--- config.mk ---
export PLATFORM = sky130hd
export DESIGN_NAME = qkv_fetch_scheduler
export DESIGN_NICKNAME = d
export VERILOG_FILES = /design/src/rtl/qkv_sched_pkg.sv /design/src/rtl/qkv_tile_counter.sv /design/src/rtl/qkv_fetch_scheduler.sv
export SDC_FILE = /design/constraint.sdc
export NUM_CORES = 1
export LEC_CHECK = 0
export CORE_MARGIN = 8
export CORE_UTILIZATION = 50
export DETAILED_ROUTE_END_ITERATION = 16
export DONT_BUFFER_PORTS = 1
export GPL_ROUTABILITY_DRIVEN = 0
export GPL_TIMING_DRIVEN = 0
export SYNTH_ARGS = -nofsm -noshare
export SYNTH_HDL_FRONTEND = slang
export SYNTH_SLANG_ARGS = --single-unit
--- constraint.sdc ---
create_clock -name clk -period 1.8 [get_ports clk]
set_clock_uncertainty 0.2 [all_clocks]
set_input_delay 0.18 -clock clk [delete_from_list [all_inputs] [get_ports clk]]
set_output_delay 0.18 -clock clk [all_outputs]
set_load 0.02 [all_outputs]
--- src/rtl/qkv_sched_pkg.sv ---
// Shared types and constants for the Q/K/V projection fetch scheduler.
package qkv_sched_pkg;

  typedef enum logic [2:0] {
    IDLE       = 3'd0,
    CLEAR      = 3'd1,
    ISSUE      = 3'd2,
    WAIT_DONE  = 3'd3,
    WAIT_READY = 3'd4,
    FINISH     = 3'd5
  } state_e;

  localparam logic [2:0] OFF_Q = 3'd0;
  localparam logic [2:0] OFF_K = 3'd1;
  localparam logic [2:0] OFF_V = 3'd2;

  localparam int DEF_NUM_TILES   = 24;
  localparam int DEF_NUM_OFFSETS = 3;

  // A single-tile configuration still needs a one-bit index.
  function automatic int tile_width(input int n);
    return (n > 1) ? $clog2(n) : 1;
  endfunction

endpackage

--- src/rtl/qkv_tile_counter.sv ---
// Nested tile/offset counter; saturates at the last tile of the last offset group.
module qkv_tile_counter
  import qkv_sched_pkg::*;
#(
  parameter int NUM_TILES   = DEF_NUM_TILES,
  parameter int NUM_OFFSETS = DEF_NUM_OFFSETS,
  parameter int TILE_W      = tile_width(DEF_NUM_TILES)
) (
  input  logic              clk,
  input  logic              rst_n,
  input  logic              clear,
  input  logic              advance,
  output logic [TILE_W-1:0] tile_idx,
  output logic [2:0]        offset,
  output logic              last_tile,
  output logic              last_offset
);

  localparam logic [TILE_W-1:0] LAST_TILE   = TILE_W'(NUM_TILES - 1);
  localparam logic [2:0]        LAST_OFFSET = 3'(NUM_OFFSETS - 1);

  logic [TILE_W-1:0] tile_r;
  logic [2:0]        offset_r;

  assign tile_idx    = tile_r;
  assign offset      = offset_r;
  assign last_tile   = (tile_r == LAST_TILE);
  assign last_offset = (offset_r == LAST_OFFSET);

  // Tile index steps within a group, rolling into the next offset group at its end.
  always_ff @(posedge clk) begin
    if (!rst_n) begin
      tile_r   <= '0;
      offset_r <= 3'd0;
    end else if (clear) begin
      tile_r   <= '0;
      offset_r <= 3'd0;
    end else if (advance) begin
      if (!last_tile) begin
        tile_r   <= tile_r + TILE_W'(1);
        offset_r <= offset_r;
      end else if (!last_offset) begin
        tile_r   <= '0;
        offset_r <= offset_r + 3'd1;
      end else begin
        tile_r   <= tile_r;
        offset_r <= offset_r;
      end
    end else begin
      tile_r   <= tile_r;
      offset_r <= offset_r;
    end
  end

endmodule

--- src/rtl/qkv_fetch_scheduler.sv ---
// Sequences fetch_logic_gen over all tiles of every Q/K/V offset group,
// handshaking each tile with fetch_done and the systolic array's sa_ready.
module qkv_fetch_scheduler
  import qkv_sched_pkg::*;
#(
  parameter int NUM_TILES   = DEF_NUM_TILES,
  parameter int NUM_OFFSETS = DEF_NUM_OFFSETS,
  parameter int TILE_W      = tile_width(NUM_TILES)
) (
  input  logic              clk,
  input  logic              rst_n,
  input  logic              start,
  input  logic              abort,
  input  logic              fetch_done,
  input  logic              sa_ready,
  output logic              start_fetch,
  output logic              reset_addr_counter,
  output logic [2:0]        Offset_Control,
  output logic [TILE_W-1:0] tile_idx,
  output logic              tile_valid,
  output logic              busy,
  output logic              pass_done,
  output logic              err
);

  state_e state_r;
  state_e state_s;

  logic err_r;
  logic err_s;
  logic clear_s;
  logic advance_s;
  logic last_tile_s;
  logic last_offset_s;

  logic start_fetch_r;
  logic reset_addr_counter_r;
  logic tile_valid_r;
  logic busy_r;
  logic pass_done_r;

  // Abort also zeroes the counters so the next pass restarts at the Q group.
  assign clear_s   = abort || ((state_r == IDLE) && start);
  assign advance_s = !abort && (state_r == WAIT_READY) && sa_ready;

  qkv_tile_counter #(
    .NUM_TILES   (NUM_TILES),
    .NUM_OFFSETS (NUM_OFFSETS),
    .TILE_W      (TILE_W)
  ) u_counter (
    .clk         (clk),
    .rst_n       (rst_n),
    .clear       (clear_s),
    .advance     (advance_s),
    .tile_idx    (tile_idx),
    .offset      (Offset_Control),
    .last_tile   (last_tile_s),
    .last_offset (last_offset_s)
  );

  // Next-state decode; abort overrides whatever the state would otherwise do.
  always_comb begin
    state_s = state_r;
    case (state_r)
      IDLE: begin
        if (start) state_s = CLEAR;
        else       state_s = IDLE;
      end
      CLEAR:     state_s = ISSUE;
      ISSUE:     state_s = WAIT_DONE;
      WAIT_DONE: begin
        if (fetch_done) state_s = WAIT_READY;
        else            state_s = WAIT_DONE;
      end
      WAIT_READY: begin
        if (!sa_ready)                     state_s = WAIT_READY;
        else if (last_tile_s && last_offset_s) state_s = FINISH;
        else if (last_tile_s)              state_s = CLEAR;
        else                               state_s = ISSUE;
      end
      FINISH:  state_s = IDLE;
      default: state_s = IDLE;
    endcase
    if (abort) begin
      state_s = IDLE;
    end else begin
      state_s = state_s;
    end
  end

  // Sticky protocol error: a fetch_done the scheduler was not waiting for.
  always_comb begin
    err_s = err_r;
    if (abort) begin
      err_s = err_r;
    end else if ((state_r == IDLE) && start) begin
      err_s = 1'b0;
    end else if (fetch_done && (state_r != WAIT_DONE)) begin
      err_s = 1'b1;
    end else begin
      err_s = err_r;
    end
  end

  // State plus outputs decoded from the upcoming state, so each output is a flop.
  always_ff @(posedge clk) begin
    if (!rst_n) begin
      state_r              <= IDLE;
      err_r                <= 1'b0;
      start_fetch_r        <= 1'b0;
      reset_addr_counter_r <= 1'b0;
      tile_valid_r         <= 1'b0;
      busy_r               <= 1'b0;
      pass_done_r          <= 1'b0;
    end else begin
      state_r              <= state_s;
      err_r                <= err_s;
      start_fetch_r        <= (state_s == ISSUE);
      reset_addr_counter_r <= (state_s == CLEAR);
      tile_valid_r         <= (state_s == WAIT_READY);
      busy_r               <= (state_s != IDLE);
      pass_done_r          <= (state_s == FINISH);
    end
  end

  assign start_fetch        = start_fetch_r;
  assign reset_addr_counter = reset_addr_counter_r;
  assign tile_valid         = tile_valid_r;
  assign busy               = busy_r;
  assign pass_done          = pass_done_r;
  assign err                = err_r;

endmodule

==> flow_summary_export.csv <==
group,metric,value,unit
pwr,peakVddDrop,409,µV
pwr,p_switching,159,µW
finish,layout-drive-gt1-share,34.7,%
synth,synthFlopType,"dfxtp_1",
placement,portBuffers,0,
timing,fin_hold_ws,0.000944,ns
timing,slew_headroom,75.5,%
setup_path,reg2reg_slack,0.04,ns
detailed_routing,ant_nets,0,
cts,clock_sinks,17,
synth,synth-warning-count,0,
pwr,comb_power_share,6.8,%
placement,place_ws,-0.181,ns
setup_path,crit_top_cell,"dlygate4sd3_1",
pwr,clkPwrFrac,32.8,%
setup_path,slowest_delay,0.61,ns
synth,yosysMostFrequentCell,"dfxtp_1",
timing,fmax,0.563,GHz
finish,antenna_cells,0,
timing,rsz0062_at_grt,"yes",
setup_path,slowest_stage,"dlygate4sd3_1",
detailed_routing,firstDrtPassIters,4,
floorplanning,initial_core_util,51.8,%
grt,use_met3,4.93,%
grt,use_met2,17.2,%
cts,cts_tree,"built",
synth,synth_common_cells,"17 x dfxtp_1, 8 x nor2_1, 7 x a21oi_1",
finish,finalNonFillerCells,118,
pwr,intPower,480,µW
synth,ys_types,35,
placement,dp.cells,105,
synth,synthTopCellsByArea,"dfxtp_1 39%, ha_1 4.3%, a21oi_1 4.1%",
timing,fin_ws,0.0231,ns
cts,clock_path_buffers,2,
grt,grt_overflow_total,0,
synth,synth_area,865,µm²
timing,worstMarginPinSlew,0.367,ns
setup_path,required,1.85,ns
synth,syn_avg_cell_area,9.82,µm²
setup_path,endpoint_kind,"register",
setup_path,crit_path_start_kind,"input port",
pwr,power_frac_seq,60.3,%
setup_path,startpoint,"abort",
detailed_routing,wl,1860,µm
pwr,switching_share,24.8,%
floorplanning,rows,15,
floorplanning,die-area,3320,µm²
finish,largest_reg_flops,5,
placement,placed_cell_area,892,µm²
detailed_routing,wire_per_inst,15.8,µm
synth,synthCells,88,
cts,cts_buffers,3,
setup_path,crit_arrival,1.83,ns
timing,period_share,98.7,%
floorplanning,fp.dieW,57.6,µm
cts,htreeDepth,1,
finish,utilization,62.4,%
finish,final_cell_area,1040,µm²
outcome,status,"finished, final reports clean",
min_path,hold_path.class,"in2reg",
setup_path,r2r_start,"u_counter.tile_idx[0]",
finish,area_growth,20.6,%
timing,finalHoldViolations,0,
grt,busiest_layer,"met2",
pwr,finalPower,639,µW
synth,yosysSeqAreaShare,39.4,%
timing,setup_violations,0,
pwr,p_leak,0.381,nW
grt,grt_use_met1,15.1,%
detailed_routing,post-route-drc-count,0,
grt,grt_pass1_vias,697,
synth,async_reset_ff_share,0,%
detailed_routing,routed_via_density,5.77,
setup_path,path_cells,"dlygate4sd3_1 > inv_1 > a31oi_1 > a211oi_1 > dlygate4sd3_1",
timing,tns,0,ns
timing,maxSlewViolCount,0,
run,cap_viol_max_count,0,
floorplanning,ioPinCount,20,
detailed_routing,vias,681,
synth,synth_top_cell_by_area,"dfxtp_1",
min_path,hold_start,"sa_ready",
placement,dp_hpwl,1260,µm
synth,synth.top_cell.area_share,39.4,%
synth,synth_nets,97,
cts,path_clk_slew,0.10,ns
finish,layout.nets,111,
setup_path,path_max_fanout,4,
floorplanning,coreArea,1670,µm²
grt,grt_max_degree,11,
synth,synth_edf_count,0,
setup_path,path_class,"in2reg",
detailed_routing,drt_iter0_markers,7,
pwr,pwr_density_cell,613,nW/µm²
grt,grt_pass1_wl,3180,µm
synth,synth-seq-cells,17,
grt,grt_usage,12.1,%
grt,antenna_found_initial,0,
floorplanning,die_y,57.6,µm
cts,clk_latency,0.30,ns
cts,cts-root-buf,"clkbuf_4",
timing,period_minus_slack,1.78,ns
## cell type report
cell class / count / area [µm²]
inverter: 5 / 18.8
timing repair buffer: 9 / 80.1
buffer: 2 / 10.0
tap: 17 / 21.3
sequential: 17 / 358
multi-input combinational: 64 / 527
fill: 162 / 628
clock inverter: 1 / 5.00
clock buffer: 3 / 22.5
## cells in the final DEF, fill, tap and decap left out, drive strengths merged, types with 3 or more instances in the layout
cell	n
a21oi	7
o21ai	4
clkbuf	4
nand2b	4
inv	5
nand4b	3
nor3	3
dlygate4sd3	5
buf	5
nor2	9
a211oi	4
dfxtp	17
ha	3
nand2	4
## what timing repair did
action | 4_1_cts | 5_1_grt
endpoints found under the hold margin | 11 | 0
endpoints found under the setup margin | 12 | 11
setup buffers | 1 | 3
pin swaps | 1 | 6
hold buffers | 5 | 0
gates resized for setup | 8 | 9
## cells by family after synthesis
| logic type | Yosys count | share of synthesized area, % |
|---|---|---|
| buffers and inverters | 7 | 3.33 |
| XOR/XNOR | 3 | 3.04 |
| AO/OA/AOI/OAI | 23 | 19.4 |
| AND/OR/NAND/NOR | 34 | 29.4 |
| adder cells (fa/ha/maj) | 3 | 4.34 |
| multiplexers | 1 | 1.16 |
| flip-flops | 17 | 39.4 |
## power groups by stage
stage                     Sequential [mW]  Combinational, mW  Clock [mW]
after floorplan                     0.398             0.0258           0
after global placement              0.399             0.0313           0
after detailed placement            0.399             0.0316           0
after CTS                           0.387             0.0432       0.220
after global routing                0.386             0.0493       0.231
final                               0.385             0.0436       0.210
## layer usage
layer,vias to the layer above,part of all wire (%)
li1,343,-
met1,315,47
met2,18,42
met3,5,8.3
met4,0,2.4
met5,-,0
## worst max-delay path: cells and delay by family
kind | cells | cell delay [ns]
compound gates | 2 | 0.31
buf+inv | 3 | 1.33
## final timing paths
kind / to / depth (start not counted)
max reg2reg: u_counter.tile_idx[0] / 4
min: state_r[2] / 3
max: err / 5
min reg2reg: u_counter.tile_idx[0] / 2
Power figures use the tool's default switching activity.
